<file path="config.mk">
export PLATFORM = sky130hd
export DESIGN_NAME = vardelayline
export DESIGN_NICKNAME = d
export VERILOG_FILES = /design/src/rtl/vardelayline.sv
export SDC_FILE = /design/constraint.sdc
export NUM_CORES = 1
export LEC_CHECK = 0
export ABC_AREA = 1
export CAP_MARGIN = 20
export CORE_MARGIN = 10
export CORE_UTILIZATION = 55
export DETAILED_ROUTE_END_ITERATION = 10
export HOLD_SLACK_MARGIN = 0.05
export PLACE_DENSITY_LB_ADDON = 0.15
export SETUP_SLACK_MARGIN = 0.05
export SYNTH_ARGS = -nofsm -noshare
export SYNTH_HDL_FRONTEND = slang
export SYNTH_SLANG_ARGS = --single-unit
</file>
<file path="constraint.sdc">
create_clock -name clk -period 5.6 [get_ports clk]
set_input_delay 0.84 -clock clk [delete_from_list [all_inputs] [get_ports clk]]
set_output_delay 0.84 -clock clk [all_outputs]
set_load 0.05 [all_outputs]
</file>
<file path="src/rtl/vardelayline.sv">
// Variable-latency delay line: MAX_LATENCY physical stages with a runtime-selectable tap,
// discard on flush or latency change, fill tracking and a sticky out-of-range latency flag.
module vardelayline #(
  parameter int WIDTH       = 8,
  parameter int MAX_LATENCY = 16,
  localparam int LW         = $clog2(MAX_LATENCY + 1)
) (
  input  logic             clk,
  input  logic             reset,
  input  logic             clkena,
  input  logic [LW-1:0]    cfg_latency,
  input  logic             flush,
  input  logic [WIDTH-1:0] data,
  input  logic             data_valid,
  output logic [WIDTH-1:0] q,
  output logic             q_valid,
  output logic [LW-1:0]    cur_latency,
  output logic             primed,
  output logic             lat_err
);

  localparam logic [LW-1:0] MAXL = LW'(MAX_LATENCY);

  logic [WIDTH-1:0]       r_data [MAX_LATENCY];
  logic [MAX_LATENCY-1:0] r_vld;
  logic [LW-1:0]          r_cur_lat;
  logic [LW-1:0]          r_fill;
  logic                   r_lat_err;
  logic [LW-1:0]          w_clamped;
  logic                   w_lat_chg;
  logic                   w_discard;

  always_comb begin
    w_clamped = (cfg_latency > MAXL) ? MAXL : cfg_latency;
    // An out-of-range request never equals the clamped value, so it re-discards every enabled edge.
    w_lat_chg = (cfg_latency != r_cur_lat);
    w_discard = flush | w_lat_chg;
  end

  always_ff @(posedge clk) begin
    if (reset) begin
      for (int unsigned k = 0; k < MAX_LATENCY; k++) r_data[k] <= '0;
      r_vld     <= '0;
      r_fill    <= '0;
      r_lat_err <= 1'b0;
      r_cur_lat <= w_clamped;
    end else if (clkena) begin
      // Data bits always shift; only the valid bits and fill are subject to discard.
      r_data[0] <= data;
      for (int unsigned k = 1; k < MAX_LATENCY; k++) r_data[k] <= r_data[k-1];
      if (w_discard) begin
        r_vld  <= '0;
        r_fill <= '0;
      end else begin
        r_vld[0] <= data_valid;
        for (int unsigned k = 1; k < MAX_LATENCY; k++) r_vld[k] <= r_vld[k-1];
        if (r_fill != MAXL) r_fill <= r_fill + LW'(1);
      end
      if (w_lat_chg) begin
        r_cur_lat <= w_clamped;
        if (cfg_latency > MAXL) r_lat_err <= 1'b1;
      end
    end
  end

  always_comb begin
    q       = '0;
    q_valid = 1'b0;
    if (r_cur_lat == '0) begin
      q       = data;
      q_valid = data_valid;
    end else begin
      for (int unsigned k = 0; k < MAX_LATENCY; k++) begin
        if (r_cur_lat == LW'(k + 1)) begin
          q       = r_data[k];
          q_valid = r_vld[k];
        end
      end
    end
  end

  assign cur_latency = r_cur_lat;
  assign primed      = (r_cur_lat == '0) || (r_fill >= r_cur_lat);
  assign lat_err     = r_lat_err;

endmodule

</file>
* After elaboration in Yosys (flattened, before gate mapping) *
Memories as Yosys holds them, arrays and structs flattened.
Cells that the tools add are included.

storage, ports and cells
  bits in registers = 27
  bits in writable memories = 128
  memories kept = 1

memories
  name    depth  width  rd ports  clocked after memory_dff  write ports  RTL line  source
  r_data  16     8      16        0                         16           24        logic [WIDTH-1:0] r_data [MAX_LATENCY];

cells by class
  $add $sub $neg = 1
  magnitude comparators = 2
  equality and inequality tests = 18
  multiplexer cells = 62
  bitwise logic cells = 17
  reduce and logical (&&, ||, !) cells = 8

operators by type and width
  operator                                                         number
  8-bit 2-to-1 mux                                                 33
  5-bit by 4-bit == test with 1-bit output, second input constant  8
  5-bit 2-to-1 mux                                                 6
  1-bit 2-to-1 mux                                                 22
  5-bit by 3-bit == test with 1-bit output, second input constant  4
  1-bit bitwise OR                                                 17
  16-bit 2-to-1 mux                                                1
  5-bit by 2-bit == test with 1-bit output, second input constant  2
  2-bit nonzero test                                               3
  5-bit by 1-bit adder with 5-bit output, second input constant    1
  5-bit by 1-bit == test with 1-bit output, second input constant  1
  5-bit == test, second input constant                             1
  5-bit >= comparator                                              1
  5-bit > comparator, second input constant                        1
  5-bit zero test                                                  1
  5-bit inequality test                                            1
  5-bit inequality test, second input constant                     1
  2-bit AND reduction                                              2
  3-bit AND reduction                                              1
  1-bit logical OR                                                 1

* Longest topological paths before layout *
  word-level depth = 18
  depth in mapped cells = 14
  gate-level depth less buffers = 14

* Worst setup path after synthesis *
No wires, ideal clock.

  path kind = input port to flip-flop
  start = input port reset
  end = memory r_data[0][0], enable pin
  arrival time = 4749 ps
  setup slack = 309 ps
  stages on the path = 3
  buffers on the path = 1
  cell sequence = inv_1 > nand2_1 > clkbuf_1

RTL lines
  item         RTL line  source
  from (decl)  9         input logic reset,
  to (decl)    24

* Worst setup path in the final report *
  start = register r_cur_lat[0], in the netlist cur_latency[0]
  end = output port q[7]

on the way
  longest elaborated chain between the ends = 18
  elaborated cells on any way between the ends = 34
  classes of those cells = eq/ne: 16; mux: 17; reduce/logical: 1

RTL lines
  item                                      RTL line  source
  from (decl)                               26        logic [LW-1:0] r_cur_lat;
  from (signal assigned)                    46        r_cur_lat <= w_clamped;
  from (signal assigned)                    60        r_cur_lat <= w_clamped;
  5-bit by 1-bit == test with 1-bit output  74        if (r_cur_lat == LW'(k + 1)) begin
  8-bit 2-to-1 mux (16 in series)           74
  8-bit 2-to-1 mux *                        69        if (r_cur_lat == '0) begin
  to (decl)                                 15        output logic [WIDTH-1:0] q,

Mark *: on every way between the ends. The rest lies on a longest branch, timed or not.

==> impl_metrics.py <==
metrics = {
    "timing": {
        "setup-violations-final": 0,
        "hold_viol": 0,
        "fmax_ghz": 0.2249,
        "relSlewSlack_pct": 33.16,
        "fin_setup_tns_ns": 0,
        "layout_setup_ws_ns": 1.153,
        "finalCriticalPeriod_ns": 4.447,
        "fin_worst_skew_ns": 0.008363,
        "post-route-period-util_pct": 79.41,
        "worst_hold_slack_ns": 0.4852,
        "rsz0062_at_grt": "false",
        "tightest_slew_ns": 1.003,
        "drv_slew": 0,
    },
    "synthesis": {
        "yosys_warnings": 0,
        "synth_cell_types": 32,
        "synth.top_cell.area_share_pct": 53.48,
        "avgSynthCellArea_um2": 8.849,
        "yosysSeqAreaShare_pct": 59.37,
        "synth_largest_area_cell": "edfxtp_1",
        "synth_area_mm2": 0.007468,
        "syn-num-nets": 869,
        "ys_ff_latch": 155,
        "synth_area_leaders": "edfxtp_1 (53%), inv_1 (9.6%), nand2_1 (8.2%)",
        "syn_inst": 844,
    },
    "power": {
        "p_per_area_mw_per_mm2": 327.7,
        "p_comb_share_pct": 10.2,
        "pwr-share-seq_pct": 49.1,
        "switching_power_mw": 0.6965,
        "ir_worst_vdd_v": 0.0002972,
        "p_int_mw": 2.109,
        "pwr-share-clk_pct": 40.8,
        "p_leak_nw": 3.466,
        "switching_share_pct": 24.83,
    },
    "die": {
        "pin_count": 34,
        "dieArea_mm2": 0.01864,
        "core_area_mm2": 0.01330,
        "die_w_um": 136.5,
        "start_util_pct": 56.17,
        "die_h_um": 136.5,
        "fp-row-count": 42,
    },
    "cells_and_area": {
        "layout_commonest_cell": "inv_1",
        "nNetsFinal": 902,
        "finish.utilization_pct": 64.39,
        "fin_cells": 1066,
        "final_cell_mix": "inv_1 (191), nand2_1 (161), nor2_1 (161), edfxtp_1 (133), clkdlybuf4s50_1 (33)",
        "antenna_cells": 0,
        "areaGrowthSynthToFinish_pct": 14.63,
        "drive_gt1_share_pct": 5.955,
    },
    "clock_network": {
        "cts_tree": "built",
        "postCtsHoldBufs": 0,
        "clkTransAtPathRegs_ns": 0.06,
        "cts_num_sinks": 155,
        "cts_resized": 0,
        "h-tree-depth": 4,
        "clk_latency_ns": 0.43,
        "numCtsBuffers": 17,
        "cts_root_buf": "clkbuf_16",
        "post_cts_buffers": 0,
        "max-clock-path-buffers": 2,
    },
    "global_routing": {
        "track_usage_pct": 18.57,
        "grt.overflow.total": 0,
        "grt_max_degree": 77,
        "grt_pass1_wl_um": 27230,
        "grt_pass1_vias": 5394,
        "antenna_found_initial": 0,
    },
    "place": {
        "dp.cells": 1034,
        "dp_hpwl_um": 11780,
        "portBuffers": 33,
        "pre_cts_ws_ns": 1.625,
        "gp_congestion": 0.8812,
    },
    "critical_path": {
        "crit_path_end_kind": "output pin",
        "r2r_end": "r_fill[4]$_SDFFE_PP0P_",
        "cp.depth": 13,
        "reg2reg_from": "cur_latency[0]$_SDFFCE_PP0P_",
        "crit_top_cell": "nand2_1",
        "crit_arrival_ns": 3.61,
        "crit_required_ns": 4.76,
        "rrSetupSlack_ns": 2.98,
        "path_delay_family": "simple AND/OR/NAND/NOR gates",
        "critPathKind": "flip-flop to output pin",
        "path_max_fanout": 24,
        "crit_chain": "nand3_1 -> nor2_1 -> nand2_1 -> nand2_1 -> nand2_1 -> nand4_1 -> nand2_1 -> nand4_1 -> nand2_1 -> nand4_1 -> nand2_1 -> nand2_1 -> clkdlybuf4s50_1",
        "max_stage_delay_ns": 0.90,
        "slowest_stage": "edfxtp_1",
        "crit_buf_inv": 1,
        "start_kind": "flip-flop",
        "reg2regPathDepth": 13,
    },
    "detailed_routing": {
        "vias_per_cell": 5.205,
        "vias": 5548,
        "first_pass_iters": 5,
        "drc": 0,
        "wire_per_inst_um": 15.70,
        "postRouteAntennaNets": 0,
        "finalWirelength_um": 16740,
        "drtIter0Drc": 496,
    },
    "run_status": {
        "outcome": "finished, final reports clean",
    },
    "min_path": {
        "holdCritPathClass": "flip-flop to flip-flop",
        "hold_end": "r_vld[15]$_SDFFE_PP0P_",
        "min_path_cells": 2,
        "hp-start": "r_vld[14]$_SDFFE_PP0P_",
    },
    "job": {
        "max_cap_viol_count": 0,
    },
}
==> metal layers <==
| layer | vias to the layer above | global-route usage, % | part of all wire, % |
|---|---|---|---|
| met5 | - | 0 | 0 |
| met4 | 0 | 7.041 | 1.7 |
| met3 | 26 | 4.399 | 6.6 |
| met2 | 202 | 28.13 | 46 |
| met1 | 2574 | 25.35 | 46 |
| li1 | 2746 | - | - |
==> worst min-delay path: stages, from the launching register on <==
cell	delay [ns]
dfxtp_1	0.31
inv_1	0.06
o31ai_1	0.07
==> sequential cells by signal, summed over array words and instances, names as in the netlist <==
name         flops
r_data         128
cur_latency      5
r_fill           5
r_vld           16
lat_err          1
==> power by group through the flow <==
stage | logic [mW] | registers (mW) | clock network (mW)
5_1_grt | 0.316 | 1.38 | 1.21
3_3_place_gp | 0.280 | 1.40 | 0
3_5_place_dp | 0.286 | 1.40 | 0
4_1_cts | 0.288 | 1.37 | 1.16
2_1_floorplan | 0.186 | 1.40 | 0
6_report | 0.286 | 1.38 | 1.14
==> synthesized netlist by cell type <==
| library cell | n |
|---|---|
| inv_1 | 191 |
| nand2_1 | 163 |
| nor2_1 | 161 |
| edfxtp_1 | 133 |
| nand4_1 | 29 |
| dfxtp_1 | 22 |
| o21ai_0 | 22 |
| nand3_1 | 17 |
| clkbuf_1 | 15 |
| o211ai_1 | 15 |
| o32ai_1 | 15 |
| a21oi_1 | 11 |
| ha_1 | 7 |
| inv_2 | 6 |
| nor2_2 | 5 |
| buf_2 | 4 |
| nor3_1 | 4 |
| buf_1 | 3 |
| nand2_2 | 3 |
| o21a_1 | 3 |
| buf_4 | 2 |
| nor2_4 | 2 |
| o22ai_1 | 2 |
| a21boi_0 | 1 |
| a31oi_1 | 1 |
| nand3_2 | 1 |
| nand3b_1 | 1 |
| nor2_8 | 1 |
| nor3_2 | 1 |
| nor3b_1 | 1 |
| o31ai_1 | 1 |
| xnor2_1 | 1 |
==> logic make-up (layout without fill, tap and decap cells) <==
family	after synthesis	after routing	synth area share [%]
flip-flops	155	155	59.37
buffers and inverters	221	267	11.27
AO/OA/AOI/OAI	71	71	6.232
AND/OR/NAND/NOR	389	389	21.83
XOR/XNOR	1	1	0.1173
adder cells (fa/ha/maj)	7	7	1.173
==> worst max path at each step <==
stage,from,end,slack [ns]
floorplan,reset,r_data[0][0]$_SDFFCE_PN0P_,0.31
global placement,cur_latency[0]$_SDFFCE_PP0P_,q[7],1.67
detailed placement,cur_latency[0]$_SDFFCE_PP0P_,q[2],1.63
CTS,cur_latency[0]$_SDFFCE_PP0P_,q[2],1.17
global route,cur_latency[0]$_SDFFCE_PP0P_,q[7],0.88
finish,cur_latency[0]$_SDFFCE_PP0P_,q[7],1.15
==> metrics by stage <==
step,instance area [µm²],power (mW)
floorplan,7468,1.582
global placement,7976,1.677
detailed placement,7976,1.684
CTS,8561,2.821
global route,8561,2.904
finish,8561,2.806
==> final cells by class <==
type	instances	area, µm²
clock inverters	13	151.4
flip-flops and latches	155	4434
repair buffers	38	380.4
multi-input cells	468	2202
inverters	197	739.5
clock buffers	19	432.9
fillers	1080	4735
well taps	176	220.2
(Power assumes the default switching activity.)
